<file path="config.mk">
export PLATFORM = sky130hd
export DESIGN_NAME = memory_arbiter
export DESIGN_NICKNAME = d
export VERILOG_FILES = /design/src/rtl/memory_arbiter_pkg.sv /design/src/rtl/memory_arbiter_rr.sv /design/src/rtl/memory_arbiter.sv
export SDC_FILE = /design/constraint.sdc
export NUM_CORES = 1
export LEC_CHECK = 0
export BUFFER_PORTS_ARGS = -buffer_cell sky130_fd_sc_hd__buf_4
export CAP_MARGIN = 20
export CORE_MARGIN = 3
export CORE_UTILIZATION = 35
export CTS_CLUSTER_SIZE = 14
export DETAILED_ROUTE_END_ITERATION = 8
export PLACE_DENSITY = 0.72
export RECOVER_POWER = 25
export SLEW_MARGIN = 40
export SYNTH_ARGS = -nofsm -noshare
export SYNTH_HDL_FRONTEND = slang
export SYNTH_SLANG_ARGS = --single-unit
</file>
<file path="constraint.sdc">
create_clock -name clk -period 1.6 [get_ports clk]
set_input_delay 0.32 -clock clk [delete_from_list [all_inputs] [get_ports clk]]
set_output_delay 0.32 -clock clk [all_outputs]
set_load 0.05 [all_outputs]
</file>
<file path="src/rtl/memory_arbiter_pkg.sv">
// Shared state encoding, LED width and address-decode rule for memory_arbiter.
package memory_arbiter_pkg;

    typedef enum logic [1:0] {
        IDLE    = 2'd0,
        ISSUE   = 2'd1,
        PERIPH  = 2'd2,
        RESPOND = 2'd3
    } arbState_e;

    localparam int LED_WIDTH = 6;

    // A set address MSB selects the LED peripheral; everything else goes to memory.
    function automatic logic isPeriphAddress(input logic addrMsb);
        return addrMsb;
    endfunction

    function automatic int indexWidth(input int numPorts);
        return (numPorts > 1) ? $clog2(numPorts) : 1;
    endfunction

endpackage

</file>
<file path="src/rtl/memory_arbiter_rr.sv">
// Combinational round-robin grant: searches from the port after lastGrant, wrapping once.
module rr_arbiter
    import memory_arbiter_pkg::*;
#(
    parameter int NUM_PORTS = 2
) (
    input  logic [NUM_PORTS-1:0]                 reqVec_i,
    input  logic [indexWidth(NUM_PORTS)-1:0]     lastGrant_i,
    output logic [NUM_PORTS-1:0]                 grantOneHot_o,
    output logic [indexWidth(NUM_PORTS)-1:0]     grantIndex_o,
    output logic                                 grantValid_o
);

    localparam int IDX_W = indexWidth(NUM_PORTS);

    logic [IDX_W-1:0] candidate;

    always_comb begin
        grantOneHot_o = '0;
        grantIndex_o  = '0;
        grantValid_o  = 1'b0;
        candidate     = '0;
        for (int offset = 1; offset <= NUM_PORTS; offset++) begin
            candidate = IDX_W'((int'(lastGrant_i) + offset) % NUM_PORTS);
            if (!grantValid_o && reqVec_i[candidate]) begin
                grantValid_o             = 1'b1;
                grantIndex_o             = candidate;
                grantOneHot_o[candidate] = 1'b1;
            end
        end
    end

endmodule

</file>
<file path="src/rtl/memory_arbiter.sv">
// Round-robin arbiter sharing one memory port and an LED peripheral between requesters.
// Define MEMORY_ARBITER_TIMEOUT_EN to abort stalled memory accesses after TIMEOUT_CYCLES.
module memory_arbiter
    import memory_arbiter_pkg::*;
#(
    parameter int NUM_PORTS      = 2,
    parameter int ADDR_WIDTH     = 32,
    parameter int DATA_WIDTH     = 32,
    parameter int TIMEOUT_CYCLES = 15
) (
    input  logic                            clk,
    input  logic                            reset,
    input  logic [NUM_PORTS-1:0]            reqValid,
    input  logic [NUM_PORTS-1:0]            reqWrite,
    input  logic [NUM_PORTS*ADDR_WIDTH-1:0] reqAddress,
    input  logic [NUM_PORTS*DATA_WIDTH-1:0] reqData,
    output logic [NUM_PORTS-1:0]            respValid,
    output logic [DATA_WIDTH-1:0]           respData,
    output logic                            respError,
    output logic                            memReadEnable,
    output logic                            memWriteEnable,
    output logic [ADDR_WIDTH-1:0]           memAddress,
    output logic [DATA_WIDTH-1:0]           memDataOut,
    input  logic [DATA_WIDTH-1:0]           memDataIn,
    input  logic                            memReady,
    output logic [LED_WIDTH-1:0]            led
);

    localparam int IDX_W = indexWidth(NUM_PORTS);

    arbState_e             state_q, state_d;
    logic [IDX_W-1:0]      lastGrant_q, lastGrant_d;
    logic [NUM_PORTS-1:0]  grantVec_q, grantVec_d;
    logic [ADDR_WIDTH-1:0] addr_q, addr_d;
    logic [DATA_WIDTH-1:0] data_q, data_d;
    logic                  write_q, write_d;
    logic [DATA_WIDTH-1:0] rdata_q, rdata_d;
    logic [LED_WIDTH-1:0]  led_q, led_d;

`ifdef MEMORY_ARBITER_TIMEOUT_EN
    localparam int TIMER_W = (TIMEOUT_CYCLES > 1) ? $clog2(TIMEOUT_CYCLES) : 1;
    logic [TIMER_W-1:0]    timer_q, timer_d;
    logic                  err_q, err_d;
`endif

    logic [NUM_PORTS-1:0]  grantOneHot;
    logic [IDX_W-1:0]      grantIdx;
    logic                  grantValid;

    rr_arbiter #(
        .NUM_PORTS(NUM_PORTS)
    ) u_rrArbiter (
        .reqVec_i     (reqValid),
        .lastGrant_i  (lastGrant_q),
        .grantOneHot_o(grantOneHot),
        .grantIndex_o (grantIdx),
        .grantValid_o (grantValid)
    );

    always_ff @(posedge clk) begin
        if (reset) begin
            state_q     <= IDLE;
            lastGrant_q <= IDX_W'(NUM_PORTS - 1);
            grantVec_q  <= '0;
            addr_q      <= '0;
            data_q      <= '0;
            write_q     <= 1'b0;
            rdata_q     <= '0;
            led_q       <= '0;
`ifdef MEMORY_ARBITER_TIMEOUT_EN
            timer_q     <= '0;
            err_q       <= 1'b0;
`endif
        end else begin
            state_q     <= state_d;
            lastGrant_q <= lastGrant_d;
            grantVec_q  <= grantVec_d;
            addr_q      <= addr_d;
            data_q      <= data_d;
            write_q     <= write_d;
            rdata_q     <= rdata_d;
            led_q       <= led_d;
`ifdef MEMORY_ARBITER_TIMEOUT_EN
            timer_q     <= timer_d;
            err_q       <= err_d;
`endif
        end
    end

    // The whole request is latched at grant so a requester dropping reqValid cannot disturb it.
    always_comb begin
        state_d     = state_q;
        lastGrant_d = lastGrant_q;
        grantVec_d  = grantVec_q;
        addr_d      = addr_q;
        data_d      = data_q;
        write_d     = write_q;
        rdata_d     = rdata_q;
        led_d       = led_q;
`ifdef MEMORY_ARBITER_TIMEOUT_EN
        timer_d     = timer_q;
        err_d       = err_q;
`endif
        case (state_q)
            IDLE: begin
                if (grantValid) begin
                    lastGrant_d = grantIdx;
                    grantVec_d  = grantOneHot;
                    addr_d      = reqAddress[int'(grantIdx) * ADDR_WIDTH +: ADDR_WIDTH];
                    data_d      = reqData[int'(grantIdx) * DATA_WIDTH +: DATA_WIDTH];
                    write_d     = reqWrite[grantIdx];
                    state_d     = isPeriphAddress(addr_d[ADDR_WIDTH-1]) ? PERIPH : ISSUE;
`ifdef MEMORY_ARBITER_TIMEOUT_EN
                    timer_d     = '0;
                    err_d       = 1'b0;
`endif
                end
            end
            ISSUE: begin
                if (memReady) begin
                    rdata_d = write_q ? '0 : memDataIn;
                    state_d = RESPOND;
                end
`ifdef MEMORY_ARBITER_TIMEOUT_EN
                else if (timer_q == TIMER_W'(TIMEOUT_CYCLES - 1)) begin
                    rdata_d = '0;
                    err_d   = 1'b1;
                    state_d = RESPOND;
                end else begin
                    timer_d = timer_q + 1'b1;
                end
`endif
            end
            PERIPH: begin
                if (write_q) begin
                    led_d   = data_q[LED_WIDTH-1:0];
                    rdata_d = '0;
                end else begin
                    rdata_d = DATA_WIDTH'(led_q);
                end
                state_d = RESPOND;
            end
            RESPOND: begin
                state_d = IDLE;
            end
            default: begin
                state_d = IDLE;
            end
        endcase
    end

    always_comb begin
        respValid      = '0;
        memReadEnable  = 1'b0;
        memWriteEnable = 1'b0;
        if (state_q == RESPOND) begin
            respValid = grantVec_q;
        end
        if (state_q == ISSUE) begin
            memReadEnable  = !write_q;
            memWriteEnable = write_q;
        end
    end

    assign respData   = rdata_q;
    assign memAddress = addr_q;
    assign memDataOut = data_q;
    assign led        = led_q;
`ifdef MEMORY_ARBITER_TIMEOUT_EN
    assign respError  = err_q;
`else
    assign respError  = 1'b0;
`endif

endmodule
</file>
# ---- Word level (Yosys, flattened, before mapping)
# Cells that the tools add are included.
dict set report word_totals {
  elab_cells 61
  output_inout_bits 107
  regBits 108
  input_bits 167
}
dict set report classes {
  addsub 2
  reduce_logical 11
  magnitude_cmp 5
  muxes 27
  n_eq_ne 5
  n_shift 2
  n_bitwise 1
}
# op count
set ops {}
lappend ops {{variable part select 64 x 7 -> 32 bit} 2}
lappend ops {{2-to-1 mux 32 bit} 2}
lappend ops {{case mux 32 bit (2 select lines)} 1}
lappend ops {{2-to-1 mux 1 bit} 14}
lappend ops {{2-to-1 mux 2 bit} 6}
lappend ops {{case mux 2 bit (4 select lines)} 1}
lappend ops {{AND reduction 2 bit} 4}
lappend ops {{less-than comparator 1 x 2 -> 1 bit, second input constant} 3}
lappend ops {{2-to-1 mux 6 bit} 1}
lappend ops {{equality test 2 bit, second input constant} 2}
lappend ops {{inequality test 2 bit, second input constant} 2}
lappend ops {{logical AND 1 bit} 3}
lappend ops {{adder 1 bit, second input constant} 2}
lappend ops {{demux 1 bit (select 1 bit)} 2}
lappend ops {{equality test 2 x 1 -> 1 bit, second input constant} 1}
lappend ops {{>= comparator 1 bit, second input constant} 2}
lappend ops {{logical NOT 1 bit} 2}
lappend ops {{logical NOT 2 bit} 1}
lappend ops {{bitwise OR 2 bit} 1}
lappend ops {{nonzero test 2 bit} 1}

# ---- Longest topological paths before layout
# Gate-level depths: netlist of run 1.
dict set report depth {
  word_depth 11
  mapped_depth 8
  ltp_nobuf 5
}

# ---- Cells and area by module
# A second synthesis of run 1 with hierarchy kept.
dict set report hier_totals {
  cells_unflattened 502
  area_unflattened_um2 4609.4
}
# module area_per_inst_um2 instances cells_each
set modules_own_cells {}
lappend modules_own_cells {memory_arbiter 4576.9 1 497}
lappend modules_own_cells {rr_arbiter 32.5 1 5}

# ---- Least setup slack after synthesis of run 1
# No wires, ideal clock.
dict set report synth_timing {
  path_kind {flip-flop to output port}
  start {reg state_q[1]}
  end {out memReadEnable}
  arrival_time_ns 1.354
  setup_slack_ns -0.074
  required_time_ns 1.280
  stages_incl_launch_ff 4
  cell_sequence {dfxtp_1 > inv_1 > ha_1 > nor2b_1}
}
dict set report synth_via {
  elab_chain_len 2
}
# item line_no
set synth_rtl {}
lappend synth_rtl {{start: declaration} memory_arbiter.sv:31} ;# arbState_e state_q, state_d;
lappend synth_rtl {{start signal: assignment} memory_arbiter.sv:75} ;# state_q <= state_d;
lappend synth_rtl {{equality test 2 x 1 -> 1 bit} memory_arbiter.sv:159} ;# if (state_q == ISSUE) begin
lappend synth_rtl {{2-to-1 mux 1 bit} memory_arbiter.sv:159}
lappend synth_rtl {{end: declaration} memory_arbiter.sv:20} ;# output logic memReadEnable,
# No other way between the ends.

# ---- Final worst setup path of run 1
dict set report layout_timing {
  start {reg state_q[1]}
  end {out memWriteEnable}
}
dict set report layout_via {
  elab_chain_len 2
}
# item line_no
set layout_rtl {}
lappend layout_rtl {{equality test 2 x 1 -> 1 bit} memory_arbiter.sv:159}
lappend layout_rtl {{2-to-1 mux 1 bit} memory_arbiter.sv:159}
lappend layout_rtl {{end: declaration} memory_arbiter.sv:21} ;# output logic memWriteEnable,
# No other way between the ends.

==> results of run 1 <==
==> per-stage QoR <==
stage	setup TNS (ps)	instances	worst slack [ps]
2_1_floorplan	-11.5	510	-11.5
3_3_place_gp	0	940	6.98
3_5_place_dp	-407	940	-44.2
4_1_cts	-162	960	-43.4
5_1_grt	-295	966	-79.2
6_report	-93.0	966	-36.5
==> how the worst max path moves through the flow <==
| stage | start | endpoint |
|---|---|---|
| floorplan | write_q$_SDFFE_PP0P_ | memWriteEnable |
| global placement | reqValid[1] | write_q$_SDFFE_PP0P_ |
| detailed placement | state_q[0]$_SDFFE_PP0P_ | respData[18]$_SDFFE_PP0P_ |
| CTS | state_q[1]$_SDFFE_PP0P_ | respValid[1] |
| global route | state_q[1]$_SDFFE_PP0P_ | memWriteEnable |
| finish | state_q[1]$_SDFFE_PP0P_ | memWriteEnable |
==> logic make-up after synthesis <==
logic type,synth area share
buffers and inverters,0.0487
AND/OR/NAND/NOR,0.132
flip-flops,0.470
adder cells (fa/ha/maj),0.0136
AO/OA/AOI/OAI,0.178
other,0.000815
multiplexers,0.157
==> repair_timing <==
action | in CTS | in global routing
endpoints found under the hold margin | 0 | 0
buffers inserted | 4 | 3
gates cloned | 0 | 4
pin swaps | 1 | 2
endpoints found under the setup margin | 33 | 63
resized for setup | 19 | 14
==> synth_stat cells, types with 2 or more instances <==
cell type / number
nand3_1: 32
a21oi_1: 63
nor2b_1: 4
buf_4: 5
nor2_1: 43
o21ai_0: 26
or3_1: 6
a211oi_1: 39
nand2_1: 43
buf_2: 11
clkbuf_1: 27
mux2i_1: 71
ha_1: 5
inv_1: 4
nor3_1: 2
dfxtp_1: 108
and2_1: 4
==> state kept, by name, indices dropped and copies added (netlist names) <==
| name | count |
|---|---|
| respData | 32 |
| memDataOut | 32 |
| lastGrant_q | 1 |
| state_q | 2 |
| led | 6 |
| write_q | 1 |
| grantVec_q | 2 |
| memAddress | 32 |
==> final cells by class <==
| cell class | count | area [µm²] |
|---|---|---|
| clock buffers | 9 | 225 |
| clock inverters | 7 | 98.8 |
| fillers | 1135 | 5250 |
| inverters | 4 | 15.0 |
| multi-input cells | 354 | 2360 |
| flip-flops and latches | 108 | 2170 |
| well taps | 172 | 215 |
| repair buffers | 312 | 2400 |
==> layer usage <==
metal | part of all wire | up-vias | routed length (µm) | GRT usage
met4 | 0.012 | 0 | 184 | 0.0616
met3 | 0.089 | 13 | 1350 | 0.0599
met1 | 0.40 | 2245 | 6010 | 0.215
li1 | - | 2366 | - | -
met2 | 0.50 | 211 | 7590 | 0.334
met5 | 0 | - | 0 | 0
==> power by group <==
| part | switching (mW) | total [mW] | internal [mW] | leakage, nW |
|---|---|---|---|---|
| Sequential | 0.474 | 3.95 | 3.48 | 0.891 |
| Combinational | 4.99 | 7.70 | 2.71 | 2.33 |
| Clock | 1.01 | 2.39 | 1.38 | 0.156 |
| Total | 6.47 | 14.0 | 7.57 | 3.38 |
==> worst register-to-register path: cells and delay by family (launching register included) <==
family,cells,cell delay (ps)
fa+ha+maj,1,170
compound gates,1,260
buf+inv,2,190
simple gates,2,480
flops,1,340
==> impl_metrics.py, run 1 <==
metrics = {
    "clock_network": {
        "cts-buffers-inserted": 9,
        "root_driver": "clkbuf_16",
        "cts_tree": "yes",
        "clock_sinks": 108,
        "cts.clk_slew.worst_paths_ps": 70,
        "cts_hold_repair.buffers": 0,
        "clockBufferDepth": 2,
        "cts.htree.levels": 3,
        "worst_skew_late_latency_ps": 340,
    },
    "critical_path": {
        "start_kind": "flip-flop",
        "timing.critical_path.to_type": "primary output",
        "cp_data_arrival_time_ps": 1320,
        "timing.critical_path.cells": "inv_2 > ha_4 > buf_6 > and2_4 > buf_8",
        "worst_case_register_to_register_setup_slack_ps": 50,
        "critPathMaxStageDelay_ps": 340,
        "required_ps": 1280,
        "worst-path-buf-inv": 3,
        "crit_path_max_fanout": 3,
        "length_in_cells_of_the_worst_reg_to_reg_path": 6,
        "crit-reg2reg-capture": "state_q[1]$_SDFFE_PP0P_",
        "cp_max_stage_cell": "dfxtp_2",
        "critical_path.reg2reg.startpoint": "state_q[1]$_SDFFE_PP0P_",
        "crit_type": "reg2out",
        "top_cell_family_by_delay_on_the_critical_path": "flip-flops",
        "worst-path-stages": 5,
    },
    "sta": {
        "worst_hold_slack_ps": 237,
        "timing.final.setup_violations": 4,
        "period_share": 1.02,
        "maxSlewViolCount": 0,
        "rsz0062_at_grt": "yes",
        "report.final.hold_viol_count": 0,
        "fmax_ghz": 0.611,
        "timing.clock.skew_ps": 6.56,
        "fin_crit_period_ps": 1640,
        "postLayoutSetupSlackWorst_ps": -36.5,
    },
    "global_routing": {
        "antenna_found_initial": 0,
        "grt_overflow_total": 0,
        "first_global_vias": 4701,
        "grt_max_degree": 41,
        "grt_first_pass_wirelength_um": 22200,
        "groute.usage.overall": 0.189,
    },
    "layout": {
        "synthToLayoutAreaGrowth_pct": 62.5,
        "layout_common_cells": "245 x buf_4, 106 x dfxtp_1, 70 x mux2i_1",
        "finalInstanceArea_um2": 7480,
        "finish.net_count": 961,
        "drive_gt1_frac": 0.447,
        "finish.utilization": 0.588,
        "layout.cells.most_common": "buf_4",
        "antenna-diode-count": 0,
    },
    "placed_design": {
        "placed_cell_area_um2": 7020,
        "io_buffers": 272,
        "gp_congestion": 0.796,
        "detailed_place_hpwl_um": 11300,
    },
    "power": {
        "fin_total_pwr_mw": 14.0,
        "pwr_density_cell_nw_per_um2": 1880,
        "ir_drop_mv": 0.896,
        "power_leakage_nw": 3.38,
    },
    "detailed_routing": {
        "postRouteAntennaNets": 0,
        "detail_route.vias_per_cell": 5.01,
        "firstDrtPassIters": 4,
        "wire_per_inst_um": 15.7,
        "routed-via-count": 4835,
        "detail_route.drc_violations": 0,
        "drtIter0Drc": 264,
        "detail_route.wirelength_um": 15100,
    },
    "worst_hold_path": {
        "hold_path_class": "in2reg",
        "holdCritStartpoint": "memDataIn[27]",
        "min_to": "respData[27]$_SDFFE_PP0P_",
        "hold-path-cell-count": 3,
    },
    "floorplanning": {
        "initial_util": 0.362,
        "die_height_um": 121,
        "num_io_pins": 274,
        "num_rows": 41,
        "coreArea_um2": 12700,
        "die-width_um": 121,
        "design.die.area_um2": 14600,
    },
    "yosys": {
        "synthDominantCellAreaShare": 0.470,
        "portion_of_the_post_synthesis_area_used_by_sequential_elements": 0.470,
        "ys_types": 34,
        "post_synth_instance_area_um2": 4600,
        "number_of_warnings_printed_during_yosys_synthesis": 0,
        "synth_area_per_cell_um2": 9.02,
        "synth_top_cell_by_area": "dfxtp_1",
        "synth_ff_type": "dfxtp_1",
        "synth_edf_count": 0,
        "yosys_register_bits": 108,
        "post_synth_inst_count": 510,
        "synthTopCellsByArea": "dfxtp_1 47%, mux2i_1 15%, a21oi_1 6.9%",
        "post_syn_nets": 682,
        "share_of_flip_flops_with_an_asynchronous_set_or_reset_after_synthesis": 0,
    },
    "run_status": {
        "status": "complete, but fails checks",
        "failed_checks": "negative setup slack",
    },
    "flow_run": {
        "maxCapViolCount": 0,
    },
}
No activity file was read; power rests on OpenSTA's default activity.
==> inputs of run 2 (changes only) <==
Settings changed: CORE_UTILIZATION 35 to 39, PLACE_DENSITY 0.72 to unset, PLACE_DENSITY_LB_ADDON set to 0.25, SKIP_CTS_REPAIR_TIMING set to 1.
==> impl_metrics.py, run 2 (synthesis gave the netlist of run 1 again) <==
metrics = {
    "run_status": {
        "status": "complete, but fails checks",
        "failed_checks": "negative setup slack",
    },
    "floorplanning": {
        "initial_util": 0.401,
        "coreArea_um2": 11500,
        "die_height_um": 115,
        "num_rows": 39,
        "design.die.area_um2": 13100,
        "num_io_pins": 274,
        "die-width_um": 115,
    },
    "global_routing": {
        "groute.usage.overall": 0.209,
        "antenna_found_initial": 0,
        "grt_max_degree": 61,
        "grt_overflow_total": 0,
        "first_global_vias": 4490,
        "grt_first_pass_wirelength_um": 21900,
    },
    "detailed_routing": {
        "postRouteAntennaNets": 0,
        "drtIter0Drc": 387,
        "detail_route.vias_per_cell": 5.12,
        "detail_route.wirelength_um": 15100,
        "routed-via-count": 4780,
        "detail_route.drc_violations": 0,
        "wire_per_inst_um": 16.2,
        "firstDrtPassIters": 4,
    },
    "clock_network": {
        "cts_tree": "yes",
        "cts.htree.levels": 3,
        "clock_sinks": 108,
        "root_driver": "clkbuf_16",
        "cts.clk_slew.worst_paths_ps": 70,
        "cts-buffers-inserted": 9,
        "clockBufferDepth": 2,
        "worst_skew_late_latency_ps": 350,
    },
    "sta": {
        "report.final.hold_viol_count": 0,
        "postLayoutSetupSlackWorst_ps": -42.8,
        "fin_crit_period_ps": 1640,
        "worst_hold_slack_ps": 231,
        "maxSlewViolCount": 0,
        "timing.final.setup_violations": 4,
        "period_share": 1.03,
        "rsz0062_at_grt": "yes",
        "timing.clock.skew_ps": 4.03,
        "fmax_ghz": 0.609,
    },
    "placed_design": {
        "gp_congestion": 0.828,
        "io_buffers": 272,
        "detailed_place_hpwl_um": 11100,
        "placed_cells": 907,
    },
    "power": {
        "power_leakage_nw": 3.39,
        "pwr_density_cell_nw_per_um2": 1920,
        "ir_drop_mv": 1.22,
    },
    "critical_path": {
        "crit_type": "reg2out",
        "start_kind": "flip-flop",
        "timing.critical_path.to_type": "primary output",
        "required_ps": 1280,
        "crit_path_max_fanout": 5,
        "cp_data_arrival_time_ps": 1320,
    },
    "layout": {
        "drive_gt1_frac": 0.443,
        "finish.utilization": 0.655,
        "synthToLayoutAreaGrowth_pct": 63.2,
        "finish.net_count": 957,
        "layout.cells.most_common": "buf_4",
        "layout_common_cells": "239 x buf_4, 106 x dfxtp_1, 70 x mux2i_1",
        "stdcell_count": 933,
        "antenna-diode-count": 0,
    },
    "worst_hold_path": {
        "hold_path_class": "in2reg",
    },
    "flow_run": {
        "maxCapViolCount": 0,
    },
}
-- run 2: cell types whose count changed in the layout (fill, tap and decap cells not counted), moves of 2 or more --
cell	change
buf_4	-6
a211oi_2	+2
bufinv_16	+3
clkinv_4	-2
buf_12	+4
a211oi_1	-2
-- run 2: metrics by stage --
stage	setup WS (ps)	power, mW	TNS [ps]	area [µm²]
floorplan	-11.5	8.75	-11.5	4610
global placement	0.887	11.1	0	7000
finish	-42.8	14.4	-110	7510
global route	-75.0	15.1	-277	7510
CTS	-348	14.2	-3560	7390
detailed placement	-148	11.3	-2390	7000
-- run 2: path summary, 6_finish.rpt --
check,start,to,slack (ps),depth (start not counted)
max,state_q[1]$_SDFFE_PP0P_,memWriteEnable,-40,5
min,memDataIn[21],respData[21]$_SDFFE_PP0P_,230,3
max reg2reg,state_q[0]$_SDFFE_PP0P_,respData[2]$_SDFFE_PP0P_,50,6
min reg2reg,respData[25]$_SDFFE_PP0P_,respData[25]$_SDFFE_PP0P_,460,2
-- run 2: worst max-delay path, stage by stage, from the launching register on --
cell and delay [ps]:
dfxtp_4 370, inv_4 40, ha_4 170, buf_6 110, and2_4 150, buf_8 140
-- run 2: cell type report --
type	count	area [µm²]
clock buffer	9	225
multi-input combinational	354	2360
inverter	4	17.5
fill	944	3960
clock inverter	7	163
timing repair buffer	308	2400
tap	143	179
sequential	108	2170
-- run 2: routing by layer --
metal | routed length (µm) | track usage | share of wire
met1 | 5620 | 0.233 | 0.37
met2 | 7760 | 0.365 | 0.51
met3 | 1410 | 0.0687 | 0.094
met4 | 298 | 0.0863 | 0.020
met5 | 0 | 0 | 0
-- run 2: power by group --
| group | switching [mW] | total [mW] | internal, mW |
|---|---|---|---|
| Sequential | 0.479 | 3.96 | 3.48 |
| Clock | 0.995 | 2.84 | 1.84 |
| Combinational | 4.96 | 7.60 | 2.65 |
| Total | 6.43 | 14.4 | 7.97 |
==> inputs of run 3 (changes only) <==
Settings changed: ABC_AREA set to 1, CORE_UTILIZATION 39 to 40, SKIP_CTS_REPAIR_TIMING 1 to unset.
==> impl_metrics.py, run 3 <==
metrics = {
    "yosys": {
        "synth_area_per_cell_um2": 6.72,
        "synth_most_common_cell": "nand2_1",
        "synthDominantCellAreaShare": 0.439,
        "synthTopCellsByArea": "dfxtp_1 44%, nand2_1 19%, nor2_1 11%",
        "yosys_register_bits": 108,
        "post_syn_nets": 904,
        "portion_of_the_post_synthesis_area_used_by_sequential_elements": 0.439,
        "synth_edf_count": 0,
        "top_post_synthesis_cells_by_count": "252 x nand2_1, 146 x nor2_1, 108 x dfxtp_1",
        "ys_types": 22,
        "number_of_warnings_printed_during_yosys_synthesis": 0,
        "synth_ff_type": "dfxtp_1",
        "synth_top_cell_by_area": "dfxtp_1",
        "share_of_flip_flops_with_an_asynchronous_set_or_reset_after_synthesis": 0,
        "post_synth_inst_count": 732,
        "post_synth_instance_area_um2": 4920,
    },
    "sta": {
        "timing.final.setup_violations": 0,
        "maxSlewViolCount": 0,
        "timing.clock.skew_ps": 7.37,
        "timing.setup.tns_ps": 0,
        "fmax_ghz": 0.644,
        "rsz0062_at_grt": "yes",
        "fin_crit_period_ps": 1550,
        "postLayoutSetupSlackWorst_ps": 48.1,
        "report.final.hold_viol_count": 0,
        "period_share": 0.970,
    },
    "floorplanning": {
        "die_height_um": 117,
        "coreArea_um2": 11700,
        "design.die.area_um2": 13700,
        "num_rows": 39,
        "initial_util": 0.420,
        "num_io_pins": 274,
        "die-width_um": 117,
    },
    "layout": {
        "finish.utilization": 0.626,
        "layout_common_cells": "251 x nand2_1, 226 x buf_4, 144 x nor2_1",
        "finalInstanceArea_um2": 7340,
        "drive_gt1_frac": 0.339,
        "finish.net_count": 1157,
        "antenna-diode-count": 0,
        "layout.cells.most_common": "nand2_1",
        "synthToLayoutAreaGrowth_pct": 49.1,
    },
    "global_routing": {
        "top_usage_layer": "met2",
        "global_route.usage.met2": 0.359,
        "grt_util_met3": 0.0612,
        "grt_first_pass_wirelength_um": 22700,
        "antenna_found_initial": 0,
        "grt_overflow_total": 0,
        "gr-usage-met1": 0.245,
        "grt_max_degree": 47,
        "groute.usage.overall": 0.207,
        "first_global_vias": 4731,
    },
    "detailed_routing": {
        "wire_per_inst_um": 13.4,
        "drtIter0Drc": 409,
        "detail_route.vias_per_cell": 4.73,
        "detail_route.wirelength_um": 15100,
        "routed-via-count": 5357,
        "postRouteAntennaNets": 0,
        "firstDrtPassIters": 4,
        "detail_route.drc_violations": 0,
    },
    "placed_design": {
        "io_buffers": 272,
        "detailed_place_hpwl_um": 11400,
        "post-place-ws_ps": 63.8,
        "placed_cell_area_um2": 7090,
        "gp_congestion": 0.831,
    },
    "power": {
        "netSwitchingFraction": 0.505,
        "fin_total_pwr_mw": 16.0,
        "p_int_mw": 7.90,
        "ir_drop_mv": 1.00,
        "sequentialPowerShare": 0.269,
        "power_leakage_nw": 3.79,
        "power_frac_clock": 0.159,
        "pwr_density_cell_nw_per_um2": 2180,
        "p_sw_mw": 8.06,
        "share_comb_of_total_power": 0.572,
    },
    "flow_run": {
        "maxCapViolCount": 0,
    },
    "clock_network": {
        "clock_sinks": 108,
        "cts_tree": "yes",
        "worst_skew_late_latency_ps": 350,
        "cts.repair.resized": 6,
        "cts-buffers-inserted": 9,
        "root_driver": "clkbuf_16",
        "cts.htree.levels": 3,
        "cts_hold_repair.buffers": 0,
        "clockBufferDepth": 2,
        "cts.repair_timing.setup_buffer_count": 0,
        "cts.clk_slew.worst_paths_ps": 70,
    },
    "critical_path": {
        "crit_type": "reg2out",
        "crit_path_max_fanout": 3,
        "worst_case_register_to_register_setup_slack_ps": 140,
        "required_ps": 1280,
        "cp_data_arrival_time_ps": 1230,
        "start_kind": "flip-flop",
        "timing.critical_path.to_type": "primary output",
    },
    "run_status": {
        "status": "finished, final reports clean",
    },
    "worst_hold_path": {
        "hold_path_class": "in2reg",
    },
}
[run 3: changes by cell type after synthesis, sizes merged, moves of 5 or more]
cell    previous run  this run
nand2             43       256
nor2              44       147
inv                4        18
mux2i             71         0
a21oi             63        36
mux2               1         6
clkbuf            27        16
or3                6         0
buf               18        32
o21ai             26        71
a211oi            39         0
[run 3: worst paths after layout]
kind / start / depth (start not counted) / to
max: state_q[1]$_SDFFE_PP0P_ / 5 / respValid[1]
min: memDataIn[24] / 3 / respData[24]$_SDFFE_PP0P_
max reg2reg: state_q[0]$_SDFFE_PP0P_ / 7 / respData[7]$_SDFFE_PP0P_
min reg2reg: respData[25]$_SDFFE_PP0P_ / 2 / respData[25]$_SDFFE_PP0P_
[run 3: kinds of logic (layout without fill, tap and decap cells)]
family	Yosys count	after routing	synth area share
AND/OR/NAND/NOR	437	437	0.345
flip-flops	108	108	0.439
buffers and inverters	66	324	0.0758
other	1	1	0.000762
AO/OA/AOI/OAI	109	109	0.113
adder cells (fa/ha/maj)	5	5	0.0127
multiplexers	6	6	0.0137
[run 3: critical path, cell delays in order, from the launching register on]
cell and delay (ps):
dfxtp_2 340, buf_4 110, ha_2 160, nand2_1 50, inv_1 70, buf_6 160
[run 3: power by group through the flow]
stage	Clock [mW]	Combinational [mW]	Sequential [mW]
after global routing	2.68	9.90	4.42
after floorplan	0	3.48	7.51
after detailed placement	0	9.47	4.33
after global placement	0	9.42	4.30
after CTS	2.58	9.49	4.29
final	2.53	9.14	4.29
[run 3: metal layers]
layer,vias up,part of all wire,wire length (µm)
met5,-,0,0
met4,0,0.021,319
met3,22,0.085,1290
met2,200,0.49,7400
met1,2336,0.40,6130
li1,2799,-,-
[run 3: layout make-up]
type / instances / area [µm²]
clock buffer: 9 / 225
tap: 143 / 179
inverter: 18 / 67.6
sequential: 108 / 2170
clock inverter: 7 / 114
multi-input combinational: 558 / 2410
timing repair buffer: 290 / 2170
fill: 1159 / 4370
[run 3: through the flow]
| step | hold slack [ps] | instances |
|---|---|---|
| global placement | 451 | 1117 |
| floorplan | 440 | 732 |
| global route | 247 | 1133 |
| detailed placement | 454 | 1117 |
| CTS | 234 | 1133 |
| finish | 244 | 1133 |
